===== src/rtl/multi_stamper_pkg.sv =====
// Width derivations and field layout of the timestamper event word:
// {valid, ovf, ch_id[CH_W], timestamp[CNT_WIDTH]}.
package multi_stamper_pkg;
  localparam int TS_LSB = 0;

  function automatic int calc_ch_w(input int num_ch);
    return (num_ch > 1) ? $clog2(num_ch) : 1;
  endfunction

  function automatic int calc_word_w(input int num_ch, input int cnt_w);
    return 2 + calc_ch_w(num_ch) + cnt_w;
  endfunction

  function automatic int ch_lsb(input int cnt_w);
    return TS_LSB + cnt_w;
  endfunction

  function automatic int ovf_bit(input int num_ch, input int cnt_w);
    return ch_lsb(cnt_w) + calc_ch_w(num_ch);
  endfunction

  function automatic int valid_bit(input int num_ch, input int cnt_w);
    return ovf_bit(num_ch, cnt_w) + 1;
  endfunction
endpackage


===== src/rtl/stamp_fifo.sv =====
// Event FIFO: writes are refused when full, reads when empty; flags are registered
// so "full" is stable from the start of each cycle.
module stamp_fifo #(
  parameter int WIDTH = 28,
  parameter int DEPTH = 8
) (
  input  logic             clk,
  input  logic             rst,
  input  logic             push,
  input  logic             pop,
  input  logic [WIDTH-1:0] din,
  output logic [WIDTH-1:0] dout,
  output logic             full,
  output logic             empty
);
  localparam int AW = $clog2(DEPTH);

  logic [WIDTH-1:0] mem [DEPTH];
  logic [AW:0] wptr, rptr, wptr_n, rptr_n;
  logic wr_en, rd_en;

  assign wr_en  = push && !full;
  assign rd_en  = pop && !empty;
  assign wptr_n = wptr + (AW+1)'(wr_en);
  assign rptr_n = rptr + (AW+1)'(rd_en);
  assign dout   = mem[rptr[AW-1:0]];

  always_ff @(posedge clk) begin
    if (rst) begin
      wptr  <= '0;
      rptr  <= '0;
      full  <= 1'b0;
      empty <= 1'b1;
    end else begin
      wptr  <= wptr_n;
      rptr  <= rptr_n;
      empty <= (wptr_n == rptr_n);
      full  <= (wptr_n[AW] != rptr_n[AW]) && (wptr_n[AW-1:0] == rptr_n[AW-1:0]);
    end
  end

  always_ff @(posedge clk) begin
    if (wr_en) mem[wptr[AW-1:0]] <= din;
  end
endmodule


===== src/rtl/multi_stamper.sv =====
// Multi-channel trigger timestamper: per-channel holding registers feed a FIFO
// through a lowest-index arbiter; the host drains words over a serial shifter.
module multi_stamper
  import multi_stamper_pkg::*;
#(
  parameter int NUM_CH     = 4,
  parameter int CNT_WIDTH  = 24,
  parameter int FIFO_DEPTH = 8
) (
  input  logic              clk,
  input  logic              rst,
  input  logic [NUM_CH-1:0] trig,
  input  logic              dat_clk,
  input  logic              dat_ena,
  output logic              dat_out,
  output logic              dat_rdy,
  output logic [7:0]        drop_cnt
);
  localparam int CH_W    = calc_ch_w(NUM_CH);
  localparam int WORD_W  = calc_word_w(NUM_CH, CNT_WIDTH);
  localparam int CH_L    = ch_lsb(CNT_WIDTH);
  localparam int OVF_B   = ovf_bit(NUM_CH, CNT_WIDTH);
  localparam int VALID_B = valid_bit(NUM_CH, CNT_WIDTH);
  localparam int IN_W    = NUM_CH + 2;

  logic [IN_W-1:0] in_s1, in_s2, in_prev;
  logic [2:0] settle;
  logic armed, ena_rise, dclk_fall;
  logic [NUM_CH-1:0] evt, drop, grant, pend;
  logic [CNT_WIDTH-1:0] cnt, gnt_ts;
  logic [NUM_CH-1:0][CNT_WIDTH-1:0] hold_ts;
  logic [CH_W-1:0] gnt_id;
  logic ovf, push, pop, fifo_full, fifo_empty;
  logic [WORD_W-1:0] push_word, head_word, sr;
  logic [3:0] n_drop;
  logic [8:0] drop_sum;

  // Bus layout: {dat_clk, dat_ena, trig}
  always_ff @(posedge clk) begin
    if (rst) begin
      in_s1   <= '0;
      in_s2   <= '0;
      in_prev <= '0;
      settle  <= '0;
    end else begin
      in_s1   <= {dat_clk, dat_ena, trig};
      in_s2   <= in_s1;
      in_prev <= in_s2;
      settle  <= {settle[1:0], 1'b1};
    end
  end

  // Edges are ignored until in_prev holds real pin history, so a pin already
  // high when reset drops is not mistaken for a rising edge.
  assign armed     = settle[2];
  assign evt       = {NUM_CH{armed}} & in_s2[NUM_CH-1:0] & ~in_prev[NUM_CH-1:0];
  assign ena_rise  = armed & in_s2[NUM_CH] & ~in_prev[NUM_CH];
  assign dclk_fall = armed & ~in_s2[NUM_CH+1] & in_prev[NUM_CH+1];

  always_ff @(posedge clk) begin
    if (rst) cnt <= '0;
    else     cnt <= cnt + 1'b1;
  end

  // Descending scan so the lowest pending index wins.
  always_comb begin
    gnt_id = '0;
    gnt_ts = '0;
    for (int i = NUM_CH-1; i >= 0; i--) begin
      if (pend[i]) begin
        gnt_id = CH_W'(i);
        gnt_ts = hold_ts[i];
      end
    end
  end

  assign push = (|pend) && !fifo_full;

  always_comb begin
    for (int i = 0; i < NUM_CH; i++) grant[i] = push && (gnt_id == CH_W'(i));
  end

  // A new event on a channel already pending is lost, even if that channel is
  // being granted this same cycle.
  assign drop = evt & pend;

  always_comb begin
    n_drop = '0;
    for (int i = 0; i < NUM_CH; i++) n_drop = n_drop + 4'(drop[i]);
  end

  assign drop_sum = {1'b0, drop_cnt} + {5'b0, n_drop};

  always_ff @(posedge clk) begin
    if (rst) begin
      pend     <= '0;
      hold_ts  <= '0;
      ovf      <= 1'b0;
      drop_cnt <= '0;
    end else begin
      for (int i = 0; i < NUM_CH; i++) begin
        if (!pend[i] && evt[i]) begin
          pend[i]    <= 1'b1;
          hold_ts[i] <= cnt;
        end else if (grant[i]) begin
          pend[i] <= 1'b0;
        end
      end
      ovf      <= (|drop) | (ovf & ~push);
      drop_cnt <= drop_sum[8] ? 8'hFF : drop_sum[7:0];
    end
  end

  always_comb begin
    push_word                     = '0;
    push_word[VALID_B]            = 1'b1;
    push_word[OVF_B]              = ovf;
    push_word[CH_L +: CH_W]       = gnt_id;
    push_word[TS_LSB +: CNT_WIDTH] = gnt_ts;
  end

  stamp_fifo #(
    .WIDTH (WORD_W),
    .DEPTH (FIFO_DEPTH)
  ) u_fifo (
    .clk   (clk),
    .rst   (rst),
    .push  (push),
    .pop   (pop),
    .din   (push_word),
    .dout  (head_word),
    .full  (fifo_full),
    .empty (fifo_empty)
  );

  assign pop = ena_rise && !fifo_empty;

  always_ff @(posedge clk) begin
    if (rst)            sr <= '0;
    else if (ena_rise)  sr <= fifo_empty ? '0 : head_word;
    else if (dclk_fall) sr <= {sr[WORD_W-2:0], 1'b0};
  end

  assign dat_out = sr[WORD_W-1];
  assign dat_rdy = !fifo_empty;
endmodule


===== config.mk =====
export PLATFORM = sky130hd
export DESIGN_NAME = multi_stamper
export DESIGN_NICKNAME = d
export VERILOG_FILES = /design/src/rtl/multi_stamper_pkg.sv /design/src/rtl/stamp_fifo.sv /design/src/rtl/multi_stamper.sv
export SDC_FILE = /design/constraint.sdc
export NUM_CORES = 1
export LEC_CHECK = 0
export ABC_AREA = 0
export CELL_PAD_IN_SITES_DETAIL_PLACEMENT = 0
export CELL_PAD_IN_SITES_GLOBAL_PLACEMENT = 2
export CORE_AREA = 10 10 194 196
export DETAILED_ROUTE_END_ITERATION = 8
export DIE_AREA = 0 0 204 206
export PLACE_DENSITY_LB_ADDON = 0.25
export SLEW_MARGIN = 20
export SYNTH_ARGS = -nofsm -noshare
export SYNTH_HDL_FRONTEND = slang
export SYNTH_SLANG_ARGS = --single-unit

===== constraint.sdc =====
create_clock -name clk -period 10.3 [get_ports clk]
set_input_delay 2.06 -clock clk [delete_from_list [all_inputs] [get_ports clk]]
set_output_delay 2.06 -clock clk [all_outputs]
set_load 0.02 [all_outputs]

==> run metrics, run 1 <==
WP data required 8.24 ns; Slew Limit Fails 0; Vias 9425; Setup Skew 0.0170 ns; fmax 270 MHz; global-route wire length before repair 54600 um; Combinational Power Share between 1 and 1.5%; CP Class reg2out; Syn. warnings 0; WL per Instance 20.0 um; Post-Route WL 34700 um; Die X ~200 um; GRT overflow 0; delay-heaviest family, CP buffers and inverters; Tcrit/Tclk final a little over a third; RePlAce Congestion approximately 0.73; Overall Global Routing Usage 16.7%; Die Height 206 um; Area growth syn-to-layout 14.1%; Hold Crit Class reg2reg; slew margin rel. 28.7%; P_int 0.00272 W; TNS Setup 0 ns; Slowest-stage cell, CP clkdlybuf4s50_1; initial antenna violation count 0; Final ANT Viol Nets 0; number of buffers created by CTS 44; largest net degree at the start of global routing 99; Starting Density 46.9%; Sequential Power Share 50.4%; commonest non-fill, non-tap cell in the layout nand2_1; VDD IR max 0.108 mV; Worst Path Buf+Inv 1; Mapped Nets 1270; final hold vios 0; DRC viols 0; Worst setup SP type register; number of global-route vias before repair 9314; post-CTS setup buffer count 0; Slew @ Worst Pin 1.07 ns; Clock power frac 48.6%; Clock Tree Buf Depth 3; CTS Sinks 408; Total Power 0.00339 W; vias per std cell 5.42; final setup fails 0; count of cell types in the netlist 47; CP arrival 1.65 ns; Psw roughly 0.00067 W; crit-path max cell delay roughly 0.65 ns; io pins 18; Inserted Diodes 0; root buffer cell clkbuf_16; TritonCTS clock tree built; # port buffers 17; fin crit period 3.71 ns; post-synthesis sequential area ratio between 60 and 70%; DRT Pass-1 Iters 5; crit path max fanout 7; full die area approximately 42000 sq um; Nets 1265; flops & latches, synth 408; Hold-fix buffers, CTS 0; share of cells above drive strength 1 14.9%; max cap viols 0; Post-synth ARST share 0%; cell area after synthesis about 16000 sq um; clk slew on worst S/H paths ~0.06 ns; top_reg_cell synth edfxtp_1; Row Count 68; Post-CTS Resized 0; unrepaired setup endpoints after global routing false; pwr dens 187 nW/um^2; status finished, final reports clean; H-tree depth 2; Detailed Place HPWL ~19000 um; leak pwr 6.03 nW; DR iter-0 viols 497; Worst-Skew Late Latency 0.55 ns; cell count after synthesis 1253; CP cell instances clkdlybuf4s50_1; switching share of power about a fifth; CORE AREA 33900 sq um; Worst Setup End Kind primary output; most frequent cells in the layout 240 x nand2_1, 216 x edfxtp_1, 187 x dfxtp_1; number of flops mapped to enable cells by yosys 216; mean area per synthesized cell between 10 and 15 sq um
==> synthesized netlist by cell type, types with 4 or more instances <==
| library cell | count | area share [%] |
|---|---|---|
| mux2i_1 | 53 | 3.3 |
| o21ai_0 | 5 | 0.16 |
| buf_1 | 5 | 0.12 |
| or3_1 | 7 | 0.28 |
| mux4_2 | 54 | 7.6 |
| mux2_2 | 4 | 0.28 |
| xor2_1 | 9 | 0.50 |
| o31ai_1 | 28 | 1.3 |
| nand3_1 | 10 | 0.31 |
| dfxtp_1 | 192 | 24 |
| nor2_1 | 32 | 0.75 |
| buf_2 | 15 | 0.47 |
| inv_1 | 8 | 0.19 |
| nand2_1 | 240 | 5.7 |
| clkbuf_1 | 75 | 1.8 |
| nor4_1 | 6 | 0.24 |
| o22ai_1 | 27 | 1.1 |
| nor3_1 | 11 | 0.35 |
| a221oi_1 | 23 | 1.3 |
| ha_1 | 6 | 0.47 |
| edfxtp_1 | 216 | 41 |
| a21oi_1 | 116 | 3.6 |
| xnor2_1 | 15 | 0.83 |
| nor2b_1 | 53 | 2.1 |
| or4_1 | 4 | 0.19 |
| nand4_1 | 8 | 0.31 |
==> final timing paths <==
path | slack [ns] | cells past startpoint | start | end
max reg2reg | 7.25 | 9 | pend[2]$_SDFFE_PP0P_ | drop_cnt[0]$_SDFF_PP0_
max | 6.59 | 1 | drop_cnt[5]$_SDFF_PP0_ | drop_cnt[5]
min | 0.43 | 1 | in_s1[0]$_SDFF_PP0_ | in_s2[0]$_SDFF_PP0_
min reg2reg | 0.43 | 1 | in_s1[0]$_SDFF_PP0_ | in_s2[0]$_SDFF_PP0_
==> cell families (layout without fill, tap and decap cells) <==
group / Yosys count / after routing / share of synthesized area (%)
AND/OR/NAND/NOR: 389 / 389 / 11.2
flip-flops: 408 / 408 / 64.9
XOR/XNOR: 24 / 24 / 1.32
adder cells (fa/ha/maj): 9 / 9 / 0.849
AO/OA/AOI/OAI: 208 / 208 / 7.92
buffers and inverters: 104 / 135 / 2.62
multiplexers: 111 / 111 / 11.3
==> registers in the layout (all words and copies together) (netlist names) <==
| name | flops |
|---|---|
| settle | 3 |
| drop_cnt | 8 |
| in_s1 | 6 |
| u_fifo.full | 1 |
| pend | 4 |
| hold_ts | 96 |
| u_fifo.empty | 1 |
| cnt | 24 |
| u_fifo.mem | 216 |
| u_fifo.wptr | 4 |
| sr | 28 |
| ovf | 1 |
| in_s2 | 6 |
| u_fifo.rptr | 4 |
| in_prev | 6 |
==> through the flow <==
step	util [%]	setup WS [ns]	instances	cell area [sq um]	hold slack (ns)
after floorplan	-	6.07	1253	15900	0.414
after global placement	48.8	6.14	1657	16600	0.418
after detailed placement	48.8	6.14	1657	16600	0.422
after CTS	53.3	6.57	1739	18100	0.436
after global routing	53.5	6.47	1739	18200	0.458
final	53.5	6.59	1739	18200	0.433
==> cell type report <==
class,count,area [sq um]
Fill cell,2897,15800
Tap cell,455,569
Multi-Input combinational cell,741,5300
Clock buffer,62,1290
Inverter,8,30.0
Clock inverter,20,258
Sequential cell,408,10300
Timing Repair Buffer,45,378
==> power groups by stage <==
stage          logic [W]  clock network (W)  registers, W
2_1_floorplan  0.0000246                  0       0.00174
3_3_place_gp   0.0000359                  0       0.00174
3_5_place_dp   0.0000362                  0       0.00174
4_1_cts        0.0000363            0.00169       0.00171
5_1_grt        0.0000398            0.00175       0.00171
6_report       0.0000358            0.00165       0.00171
==> metal layers <==
metal,up-vias,global-route usage [%],share of wire [%]
met1,4654,23.0,46
met3,39,2.77,4.3
met4,0,3.83,1.5
li1,4572,-,-
met5,-,0,0
met2,160,27.2,48
Note: power is estimated with default switching activity, not from simulation.
==> run 2: changes to the inputs <==
CORE_AREA = 10 10 202 204   (was 10 10 194 196)
DIE_AREA = 0 0 212 214   (was 0 0 204 206)
clock period = 3.55 ns   (was 10.3 ns; I/O delays follow)
==> run metrics, run 2 (synthesis gave the netlist of run 1 again) <==
Overall Global Routing Usage 15.6%; P_int 0.00738 W; Row Count 71; WHS Path Cells 1; WL per Instance 19.8 um; switching share of power 20.7%; Clock Tree Buf Depth 3; placed cells 1702; max cap viols 0; initial antenna violation count 0; root buffer cell clkbuf_16; number of buffers created by CTS 44; Nets 1291; most frequent cells in the layout 240 x nand2_1, 216 x edfxtp_1, 187 x dfxtp_1; Area growth syn-to-layout 14.1%; DRC viols 0; Inserted Diodes 0; worst r2r path cells 10; Psw 0.00193 W; post-CTS setup buffer count 0; clk slew on worst S/H paths 0.06 ns; CTS Sinks 408; Tcrit/Tclk final 82.1%; CP Class reg2reg; RePlAce Congestion 0.712; TNS Setup 0 ns; DRT Pass-1 Iters 5; Die X 212 um; Post-Route WL 35300 um; slew margin rel. 29.2%; TritonCTS clock tree built; number of global-route vias before repair roughly 9400; Worst Setup End Kind register; full die area about 45000 sq um; Vias 9619; CORE AREA 37000 sq um; Post-CTS Resized 0; Detailed Place HPWL 20200 um; Multi-input gate area 5270 sq um; fin cells 1781; Sequential Power Share between 50 and 60%; number of flip-flops under the largest register name 216; Hold Crit Class reg2reg; leak pwr approximately 6.0 nW; WP data required between 4 and 5 ns; largest net degree at the start of global routing 167; # port buffers 17; CP arrival 3.39 ns; Total Power 0.00931 W; commonest non-fill, non-tap cell in the layout nand2_1; GRT overflow 0; unrepaired setup endpoints after global routing false; share of cells above drive strength 1 14.8%; Die Height 214 um; fin crit period 2.92 ns; Setup Skew roughly 0.022 ns; Worst-Skew Late Latency 0.56 ns; pwr dens about 510 nW/um^2; global-route wire length before repair 55700 um; VDD IR max ~0.32 mV; DR iter-0 viols 481; register area between 10000 and 15000 sq um; Filler cells 3317; final setup fails 0; io pins 18; vias per std cell 5.40; Clock power frac a little under half; Slew Limit Fails 0; fmax roughly 340 MHz; final core utilization 49.1%; Final ANT Viol Nets 0; Worst setup SP type register; final hold vios 0; Slew @ Worst Pin 1.05 ns; crit path max fanout 6; H-tree depth 2; Starting Density 43.0%; Hold-fix buffers, CTS 0; status finished, final reports clean; Combinational Power Share ~1.2%
## run 2: stage by stage
| step | instance area, sq um | hold slack, ns | setup slack [ns] |
|---|---|---|---|
| after floorplan | 15900 | 0.414 | 0.00441 |
| after global routing | 18200 | 0.455 | 0.382 |
| after CTS | 18200 | 0.439 | 0.644 |
| final | 18200 | 0.436 | 0.634 |
| after detailed placement | 16800 | 0.424 | 0.669 |
| after global placement | 16800 | 0.417 | 0.690 |
## run 2: path summary, 6_finish.rpt
kind	start	end	slack, ns
max	settle[2]$_SDFF_PP0_	drop_cnt[0]$_SDFF_PP0_	0.63
max reg2reg	settle[2]$_SDFF_PP0_	drop_cnt[0]$_SDFF_PP0_	0.63
min	settle[0]$_DFF_P_	settle[1]$_SDFF_PP0_	0.44
min reg2reg	settle[0]$_DFF_P_	settle[1]$_SDFF_PP0_	0.44
## run 2: final cells by class
class,count,share of cell area [%]
clock buffer,54,6.38
tap,474,3.26
clock inverter,25,0.964
multi-input combinational,741,29.0
timing repair buffer,71,3.36
inverter,8,0.165
sequential,408,56.9
## run 2: power by group through the flow
stage	clock network [W]	logic [W]	registers, W
after global routing	0.00456	0.000121	0.00495
after detailed placement	0	0.000112	0.00506
after floorplan	0	0.0000717	0.00505
after CTS	0.00438	0.000112	0.00495
after global placement	0	0.000110	0.00505
final	0.00425	0.000110	0.00495
## run 2: worst max-delay path, stage by stage, from the launching register on
cell     delay (ns)
dfxtp_1        0.44
nand2_1        0.14
nor2_1         0.13
nand2_1        0.10
fa_1           0.49
fa_1           0.44
inv_1          0.08
fa_1           0.23
and4_1         0.28
nand4_1        0.28
a21oi_1        0.22
## run 2: routing by layer
| layer | up-vias | global-route usage (%) | share of wire [%] |
|---|---|---|---|
| li1 | 4637 | - | - |
| met1 | 4802 | 22.0 | 48 |
| met2 | 139 | 24.7 | 47 |
| met3 | 41 | 2.48 | 3.7 |
| met4 | 0 | 3.96 | 1.7 |
| met5 | - | 0 | 0 |
==> run 3: changes to the inputs <==
clock period = 3 ns   (was 3.55 ns; I/O delays follow)
==> run metrics, run 3 (synthesis gave the netlist of run 1 again) <==
final setup fails 0; final core utilization 49.7%; Worst Setup End Kind register; Starting Density around 43%; min-delay src in_s1[4]$_SDFF_PP0_; RePlAce Congestion 0.728; unrepaired setup endpoints after global routing false; Most Frequent Cell on Critical Path fa_1; status finished, final reports clean; CP Class reg2reg; full die area 45400 sq um; Tcrit/Tclk final 91.3%; share of cells above drive strength 1 16.7%; Detailed Place HPWL 20300 um; CORE AREA roughly 37000 sq um; slew margin rel. 45.3%; VDD IR max 0.353 mV; TNS Setup 0 ns; TritonCTS clock tree built; fmax 365 MHz; WL per Instance slightly below 20 um; r2r startpoint settle[2]$_SDFF_PP0_; number of buffers created by CTS 43; Hold Crit Class reg2reg; Slowest-stage cell, CP fa_1; Clock Tree Buf Depth 3; DP Area about 17000 sq um; CTS Sinks 408; fin cells 1796; worst setup path startpoint settle[2]$_SDFF_PP0_; Row Count 71; CP arrival 3.22 ns; final hold vios 0; Total Power 0.0113 W; Nets around 1300; Post-Route WL 35600 um; H-tree depth 2; Setup Skew 0.0127 ns; DRT Pass-1 Iters 5; DR iter-0 viols 476; Vias 9605; clk slew on worst S/H paths 0.06 ns; io pins 18; leak pwr 6.15 nW; pwr dens about 600 nW/um^2; Slew @ Worst Pin 0.820 ns; initial antenna violation count 0; DRC viols 0; # port buffers 17; root buffer cell clkbuf_16; max cap viols 0; number of global-route vias before repair between 9000 and 10000; vias per std cell 5.35; GRT overflow 0; Die X 212 um; Area growth syn-to-layout 15.7%; fin area 18400 sq um; Overall Global Routing Usage ~16%; placed cells 1714; commonest non-fill, non-tap cell in the layout nand2_1; Hold-fix buffers, CTS 0; largest net degree at the start of global routing 74; Slew Limit Fails 0; Worst setup SP type register; most frequent cells in the layout 240 x nand2_1, 216 x edfxtp_1, 186 x dfxtp_1; crit path max fanout 6; number of flip-flops under the largest register name between 200 and 250; Final ANT Viol Nets 0; crit-path max cell delay 0.47 ns; CP cell instances nand2_1 -> nor2_1 -> nand2_1 -> fa_1 -> fa_1 -> inv_1 -> fa_1 -> and4_1 -> nand4_1 -> buf_4 -> a21oi_1; WP data required 3.48 ns; Worst-Skew Late Latency 0.55 ns; Die Height around 210 um; fin crit period roughly 2.7 ns; global-route wire length before repair between 50000 and 60000 um
## run 3: critical path, delay by kind of cell (launching register included)
kind / cells / cell delay, ns
adders and majority gates: 3 / 1.16
and+or+nand+nor: 5 / 0.74
DFF: 1 / 0.38
buffers and inverters: 2 / 0.26
AOI/OAI and AO/OA: 1 / 0.13
## run 3: stage by stage
step | setup WS, ns | hold slack, ns
after floorplan | 0.0901 | 0.414
after global placement | 0.147 | 0.418
after detailed placement | 0.0966 | 0.424
after CTS | 0.0767 | 0.420
after global routing | 0.0498 | 0.448
final | 0.260 | 0.433
## run 3: metal layers
metal  vias up  GRT usage, %  part of all wire (%)  wire, um
li1       4648             -                     -         -
met1      4767          21.7                    46     16500
met2       142          25.9                    48     17200
met3        48          2.41                   3.7      1310
met4         0          3.60                   1.6       557
met5         -             0                     0         0
## run 3: path summary, 6_finish.rpt
path | end | slack (ns) | cells after the start
hold reg to reg | in_s2[4]$_SDFF_PP0_ | 0.43 | 1
hold / removal | in_s2[4]$_SDFF_PP0_ | 0.43 | 1
setup reg to reg | drop_cnt[0]$_SDFF_PP0_ | 0.26 | 11
setup / recovery | drop_cnt[0]$_SDFF_PP0_ | 0.26 | 11
## run 3: layout make-up
cell class,instances,area [sq um]
clock inverters,29,292
repair buffers,84,733
fillers,3234,18600
well taps,474,593
inverters,8,30.0
multi-input cells,741,5290
diodes,1,2.50
flip-flops and latches,408,10300
clock buffers,51,1150
## run 3: repair_timing
action / CTS / global route
setup endpoints to repair: 0 / 6
gates resized for setup: 0 / 1
buffers inserted: 0 / 1
## run 3: power breakdown
group	leakage, nW	internal, W	switching (W)	total [W]
clock network	0.709	0.00318	0.00218	0.00535
logic	1.88	0.0000426	0.0000918	0.000134
registers	3.57	0.00585	0.0000133	0.00586
